### config.mk
export PLATFORM = sky130hd
export DESIGN_NAME = wb_byte_master_flat
export DESIGN_NICKNAME = d
export VERILOG_FILES = /design/src/rtl/wb_byte_master_if.sv /design/src/rtl/wb_byte_master.sv /design/src/flat_wrapper.sv
export SDC_FILE = /design/constraint.sdc
export NUM_CORES = 1
export LEC_CHECK = 0
export CORE_UTILIZATION = 44
export CTS_CLUSTER_SIZE = 20
export DETAILED_ROUTE_END_ITERATION = 12
export GPL_TIMING_DRIVEN = 0
export PLACE_DENSITY = 0.74
export SLEW_MARGIN = 20
export SYNTH_ARGS = -nofsm -noshare
export SYNTH_HDL_FRONTEND = slang
export SYNTH_SLANG_ARGS = --single-unit
export TNS_END_PERCENT = 5
### constraint.sdc
create_clock -name clk -period 1.75 [get_ports clk]
set_clock_uncertainty 0.05 [all_clocks]
set_input_delay 0.2625 -clock clk [delete_from_list [all_inputs] [get_ports clk]]
set_output_delay 0.2625 -clock clk [all_outputs]
set_load 0.01 [all_outputs]
### src/rtl/wb_byte_master_if.sv
// Byte-stream command channel and Wishbone master signals of wb_byte_master.
// master: the bridge side; slave: the command source/sink and bus slave side.
interface wb_byte_master_if;
  logic [7:0]  rx_data;
  logic        rx_valid;
  logic        rx_ready;
  logic [7:0]  tx_data;
  logic        tx_valid;
  logic        tx_ready;
  logic [31:0] wb_adr_o;
  logic [31:0] wb_dat_o;
  logic [31:0] wb_dat_i;
  logic [3:0]  wb_sel_o;
  logic        wb_we_o;
  logic        wb_cyc_o;
  logic        wb_stb_o;
  logic        wb_ack_i;

  modport master (
    input  rx_data, rx_valid, tx_ready,
    input  wb_dat_i, wb_ack_i,
    output rx_ready, tx_data, tx_valid,
    output wb_adr_o, wb_dat_o, wb_sel_o,
    output wb_we_o, wb_cyc_o, wb_stb_o
  );

  modport slave (
    output rx_data, rx_valid, tx_ready,
    output wb_dat_i, wb_ack_i,
    input  rx_ready, tx_data, tx_valid,
    input  wb_adr_o, wb_dat_o, wb_sel_o,
    input  wb_we_o, wb_cyc_o, wb_stb_o
  );
endinterface

### src/rtl/wb_byte_master.sv
// Byte-command to single 32-bit Wishbone cycle bridge ('W'/'R' commands).
// Ports: clk, rst (sync, active-low), wbm (byte channel + Wishbone), busy.
module wb_byte_master #(
  parameter logic [15:0] timeout_cycles = 16'd255
) (
  input  logic              clk,
  input  logic              rst,
  wb_byte_master_if.master  wbm,
  output logic              busy
);

  typedef enum logic [2:0] {
    IDLE,
    ADDR,
    DATA,
    BUS,
    RESP
  } state_t;

  localparam logic [7:0] OP_W  = 8'h57;
  localparam logic [7:0] OP_R  = 8'h52;
  localparam logic [7:0] RSP_K = 8'h4B;
  localparam logic [7:0] RSP_Q = 8'h3F;
  localparam logic [7:0] RSP_T = 8'h54;

  state_t      state;
  logic [1:0]  cnt;
  logic        we;
  logic [15:0] tmo;
  logic [23:0] rd_rest;
  logic [1:0]  left;

  logic rx_fire;
  logic tx_fire;
  logic is_w;
  logic is_r;
  logic tmo_last;

  assign rx_fire  = wbm.rx_valid && wbm.rx_ready;
  assign tx_fire  = wbm.tx_valid && wbm.tx_ready;
  assign is_w     = wbm.rx_data == OP_W;
  assign is_r     = wbm.rx_data == OP_R;
  assign tmo_last = tmo == (timeout_cycles - 16'd1);

  always_ff @(posedge clk) begin
    if (!rst) begin
      state        <= IDLE;
      cnt          <= 2'd0;
      we           <= 1'b0;
      tmo          <= 16'd0;
      rd_rest      <= 24'd0;
      left         <= 2'd0;
      busy         <= 1'b0;
      wbm.rx_ready <= 1'b1;
      wbm.tx_valid <= 1'b0;
      wbm.tx_data  <= 8'd0;
      wbm.wb_adr_o <= 32'd0;
      wbm.wb_dat_o <= 32'd0;
      wbm.wb_sel_o <= 4'd0;
      wbm.wb_we_o  <= 1'b0;
      wbm.wb_cyc_o <= 1'b0;
      wbm.wb_stb_o <= 1'b0;
    end else begin
      unique case (state)
        IDLE: begin
          if (rx_fire) begin
            busy <= 1'b1;
            unique case (1'b1)
              is_w, is_r: begin
                we    <= is_w;
                cnt   <= 2'd0;
                state <= ADDR;
              end
              default: begin
                wbm.rx_ready <= 1'b0;
                wbm.tx_valid <= 1'b1;
                wbm.tx_data  <= RSP_Q;
                left         <= 2'd0;
                state        <= RESP;
              end
            endcase
          end
        end

        ADDR: begin
          if (rx_fire) begin
            wbm.wb_adr_o <= {wbm.wb_adr_o[23:0], wbm.rx_data};
            cnt          <= cnt + 2'd1;
            if (cnt == 2'd3) begin
              if (we) begin
                state <= DATA;
              end else begin
                wbm.rx_ready <= 1'b0;
                wbm.wb_cyc_o <= 1'b1;
                wbm.wb_stb_o <= 1'b1;
                wbm.wb_we_o  <= 1'b0;
                wbm.wb_sel_o <= 4'hF;
                tmo          <= 16'd0;
                state        <= BUS;
              end
            end
          end
        end

        DATA: begin
          if (rx_fire) begin
            wbm.wb_dat_o <= {wbm.wb_dat_o[23:0], wbm.rx_data};
            cnt          <= cnt + 2'd1;
            if (cnt == 2'd3) begin
              wbm.rx_ready <= 1'b0;
              wbm.wb_cyc_o <= 1'b1;
              wbm.wb_stb_o <= 1'b1;
              wbm.wb_we_o  <= 1'b1;
              wbm.wb_sel_o <= 4'hF;
              tmo          <= 16'd0;
              state        <= BUS;
            end
          end
        end

        BUS: begin
          // Ack is checked first so a same-cycle ack beats the abort.
          if (wbm.wb_ack_i) begin
            wbm.wb_cyc_o <= 1'b0;
            wbm.wb_stb_o <= 1'b0;
            wbm.wb_we_o  <= 1'b0;
            wbm.wb_sel_o <= 4'd0;
            wbm.tx_valid <= 1'b1;
            state        <= RESP;
            if (we) begin
              wbm.tx_data <= RSP_K;
              left        <= 2'd0;
            end else begin
              wbm.tx_data <= wbm.wb_dat_i[31:24];
              rd_rest     <= wbm.wb_dat_i[23:0];
              left        <= 2'd3;
            end
          end else if (tmo_last) begin
            wbm.wb_cyc_o <= 1'b0;
            wbm.wb_stb_o <= 1'b0;
            wbm.wb_we_o  <= 1'b0;
            wbm.wb_sel_o <= 4'd0;
            wbm.tx_valid <= 1'b1;
            wbm.tx_data  <= RSP_T;
            left         <= 2'd0;
            state        <= RESP;
          end else begin
            tmo <= tmo + 16'd1;
          end
        end

        RESP: begin
          if (tx_fire) begin
            if (left == 2'd0) begin
              wbm.tx_valid <= 1'b0;
              wbm.rx_ready <= 1'b1;
              busy         <= 1'b0;
              state        <= IDLE;
            end else begin
              // Remaining read bytes leave MSB first.
              wbm.tx_data <= rd_rest[23:16];
              rd_rest     <= {rd_rest[15:0], 8'h00};
              left        <= left - 2'd1;
            end
          end
        end

        default: begin
          state <= IDLE;
        end
      endcase
    end
  end

endmodule

### src/flat_wrapper.sv
// flat-port wrapper written by rule: the top's interface ports become plain ports
module wb_byte_master_flat 
#(
  parameter logic [15:0] timeout_cycles = 16'd255
)
  (clk, rst, busy, wbm_rx_data, wbm_rx_valid, wbm_tx_ready, wbm_wb_dat_i, wbm_wb_ack_i, wbm_rx_ready, wbm_tx_data, wbm_tx_valid, wbm_wb_adr_o, wbm_wb_dat_o, wbm_wb_sel_o, wbm_wb_we_o, wbm_wb_cyc_o, wbm_wb_stb_o);
  wb_byte_master_if wbm_i ();
  input  logic clk;
  input  logic rst;
  output logic busy;
  input wire logic [$bits(wbm_i.rx_data)-1:0] wbm_rx_data;
  input wire logic [$bits(wbm_i.rx_valid)-1:0] wbm_rx_valid;
  input wire logic [$bits(wbm_i.tx_ready)-1:0] wbm_tx_ready;
  input wire logic [$bits(wbm_i.wb_dat_i)-1:0] wbm_wb_dat_i;
  input wire logic [$bits(wbm_i.wb_ack_i)-1:0] wbm_wb_ack_i;
  output wire logic [$bits(wbm_i.rx_ready)-1:0] wbm_rx_ready;
  output wire logic [$bits(wbm_i.tx_data)-1:0] wbm_tx_data;
  output wire logic [$bits(wbm_i.tx_valid)-1:0] wbm_tx_valid;
  output wire logic [$bits(wbm_i.wb_adr_o)-1:0] wbm_wb_adr_o;
  output wire logic [$bits(wbm_i.wb_dat_o)-1:0] wbm_wb_dat_o;
  output wire logic [$bits(wbm_i.wb_sel_o)-1:0] wbm_wb_sel_o;
  output wire logic [$bits(wbm_i.wb_we_o)-1:0] wbm_wb_we_o;
  output wire logic [$bits(wbm_i.wb_cyc_o)-1:0] wbm_wb_cyc_o;
  output wire logic [$bits(wbm_i.wb_stb_o)-1:0] wbm_wb_stb_o;
  assign wbm_i.rx_data = wbm_rx_data;
  assign wbm_i.rx_valid = wbm_rx_valid;
  assign wbm_i.tx_ready = wbm_tx_ready;
  assign wbm_i.wb_dat_i = wbm_wb_dat_i;
  assign wbm_i.wb_ack_i = wbm_wb_ack_i;
  assign wbm_rx_ready = wbm_i.rx_ready;
  assign wbm_tx_data = wbm_i.tx_data;
  assign wbm_tx_valid = wbm_i.tx_valid;
  assign wbm_wb_adr_o = wbm_i.wb_adr_o;
  assign wbm_wb_dat_o = wbm_i.wb_dat_o;
  assign wbm_wb_sel_o = wbm_i.wb_sel_o;
  assign wbm_wb_we_o = wbm_i.wb_we_o;
  assign wbm_wb_cyc_o = wbm_i.wb_cyc_o;
  assign wbm_wb_stb_o = wbm_i.wb_stb_o;
  wb_byte_master #(.timeout_cycles(timeout_cycles)) u_core (.clk(clk), .rst(rst), .wbm(wbm_i), .busy(busy));
endmodule
==> impl_metrics.csv <==
group,metric,value,unit
clock_network,path_clk_slew,60,ps
global_route,grt_max_degree,17,
timing,finalMaxSlewViolations,0,
synth,synthDistinctLibCells,60,
worst_setup_path,arrival,2100,ps
timing,setup_viol,14,
status,status,"finished, violations left",
worst_setup_path,worst_setup_path_end_kind,"flop",
placement,portBuffers,126,
timing,setup_slack,-51.52,ps
timing,setup_tns,-563.9,ps
detailed_routing,drt_iter0_drc,487,
die,die_y,113.6,um
final_layout,layout_common_cells,"209 x nand2_1, 119 x clkdlybuf4s50_1, 115 x dfxtp_1, 81 x a21oi_1, 35 x nor2_1",
die,core_area,12060,um^2
die,die_x,113.6,um
timing,final-hold-violation-count,0,
worst_setup_path,crit_path_max_fanout,10,
pwr,vdd_ir_drop_max,1248,uV
clock_network,clock_sinks,125,
worst_setup_path,worstSetupPathType,"reg2reg",
placement,place_area,6955,um^2
final_layout,final_common_cell,"nand2_1",
global_route,grt_pass1_vias,5223,
synth,netlist.area_leader.share,45.66,%
clock_network,clk_latency,420,ps
die,dieArea,12910,um^2
synth,synth_area,5480,um^2
timing,min_period_over_period,102.9,%
final_layout,final_util,65.01,%
placement,place_congestion,0.8728,
status,violations,"setup timing",
placement,dp_cells,992,
timing,fin_hold_ws,365.8,ps
timing,period_needed,1802,ps
detailed_routing,via_per_inst,5.347,
timing,fmax,555.1,MHz
global_route,grt_use_total,24.78,%
pwr,total_power,7.830,mW
detailed_routing,dr.pass1.iters,5,
synth,synth_edf_count,0,
clock_network,cts_hold_buf,0,
placement,pre_cts_slack,-543.7,ps
clock_network,cts_buffer_depth,2,
detailed_routing,drtAntennaViolNets,0,
worst_setup_path,crit_path_start_kind,"flop",
synth,syn_nets,747,
synth,postSynthCellCount,698,
global_route,grt_first_pass_wirelength,25220,um
final_layout,drive_above_1_share,14.48,%
synth,synth_top_cell_by_area,"dfxtp_1",
worst_setup_path,worst_ep_required_time,2040,ps
final_layout,instances_no_fill,1031,
timing,relSlewSlack,57.18,%
die,num_rows,40,
final_layout,synthToLayoutAreaGrowth,43.08,%
synth,synth_flop_cell,"dfxtp_1",
clock_network,tritoncts,"yes",
final_layout,diodes,0,
synth,synth_top_cells_by_area,"dfxtp_1 46%, nand2_1 15%, a21oi_1 7.4%",
die,ios,127,
synth,ys_seq_elements,125,
final_layout,final_area,7841,um^2
timing,rsz0062_at_grt,"yes",
detailed_routing,drc,0,
synth,avgSynthCellArea,7.851,um^2
synth,async_flop_share,0,%
job,maxCapViolations,0,
timing,worstMarginPinSlew,642.4,ps
detailed_routing,avgRoutedWirePerCell,15.46,um
final_layout,num-nets-final,900,
hold_path,hold_path.class,"in2reg",
synth,yosys_warnings,0,
die,initial_utilization,45.44,%
clock_network,htree_levels,4,
placement,place_hpwl,11240,um
clock_network,cts_buffers,17,
clock_network,cts_root_buf,"clkbuf_16",
synth,ys_seq_area_share,45.66,%
global_route,overflow,0,
pwr,powerDensity,998.5,nW/um^2
detailed_routing,wl,15940,um
pwr,leakagePower,2.745,nW
detailed_routing,dr_total_vias,5513,
global_route,antenna_found_initial,0,
## routing by layer
layer / GRT usage [%] / vias to the layer above / wire length (um) / part of all wire [%]
met5: 0 / - / 0 / 0
met4: 8.596 / 0 / 269 / 1.7
met3: 6.323 / 25 / 932 / 5.8
met2: 41.83 / 193 / 7870 / 49
met1: 30.66 / 2572 / 6870 / 43
li1: - / 2723 / - / -
## worst paths after layout
kind	endpoint	cells after the start	from	slack, ps
min reg2reg	u_core.wbm.wb_adr_o[31]	2	u_core.wbm.wb_adr_o[31]	400
min	u_core.rd_rest[1]	3	wbm_wb_dat_i[1]	370
max	u_core.left[0]	9	u_core.tmo[0]	-50
max reg2reg	u_core.left[0]	9	u_core.tmo[0]	-50
## where the power goes
group	internal, mW	switching [mW]	total, mW
Clock	2.17	1.21	3.38
Sequential	2.98	0.0900	3.07
Combinational	0.622	0.762	1.38
## synth_stat cells (all sizes together) (3+ instances only)
master and n:
o21ai 25, mux2i 11, ha 4, a311oi 17
nand4 7, nor2b 5, a21oi 81, and2 4
clkbuf 33, nor3 7, nor2 38, nand4b 3
nor4 5, inv 11, nand3b 3, dfxtp 125
buf 19, a21boi 7, o221ai 3, nand2 213
nand2b 5, o21a 4, nand3 14, o21bai 3
o211ai 7, a31oi 8
## state kept, by name, summed over array words and instances, names as in the netlist, 2 cells and up
register             cells
u_core.wbm.wb_dat_o     32
u_core.state             3
u_core.rd_rest          24
u_core.wbm.tx_data       8
u_core.wbm.wb_adr_o     32
u_core.left              2
u_core.tmo              16
u_core.cnt               2
## area by class of cell
cell class	instances	area (um^2)
timing repair buffer	134	1318
clock buffer	27	523.0
sequential	125	2520
buffer	52	325.3
multi-input combinational	510	2849
tap	168	210.2
inverter	11	43.79
fill	1017	4220
clock inverter	4	52.55
## worst max-delay path, stage by stage, from the launching register on
cell,delay (ps)
dfxtp_4,380
inv_4,40
ha_4,150
and4b_1,170
and4_4,150
buf_6,130
o21ai_4,130
a21o_1,170
buf_8,160
mux2i_1,190
## kinds of logic after synthesis
| family | after synthesis | synth area share [%] |
|---|---|---|
| AO/OA/AOI/OAI | 174 | 19.86 |
| XOR/XNOR | 1 | 0.1598 |
| adder cells (fa/ha/maj) | 4 | 0.9133 |
| buffers and inverters | 63 | 5.297 |
| flip-flops | 125 | 45.66 |
| multiplexers | 12 | 2.215 |
| AND/OR/NAND/NOR | 319 | 25.89 |
## what timing repair did
action,CTS,global route
resized for setup,39,76
setup buffers,3,4
setup endpoints to repair,123,122
pin swaps,3,17
gates cloned,0,1
Note: power is estimated with default switching activity, not from simulation.
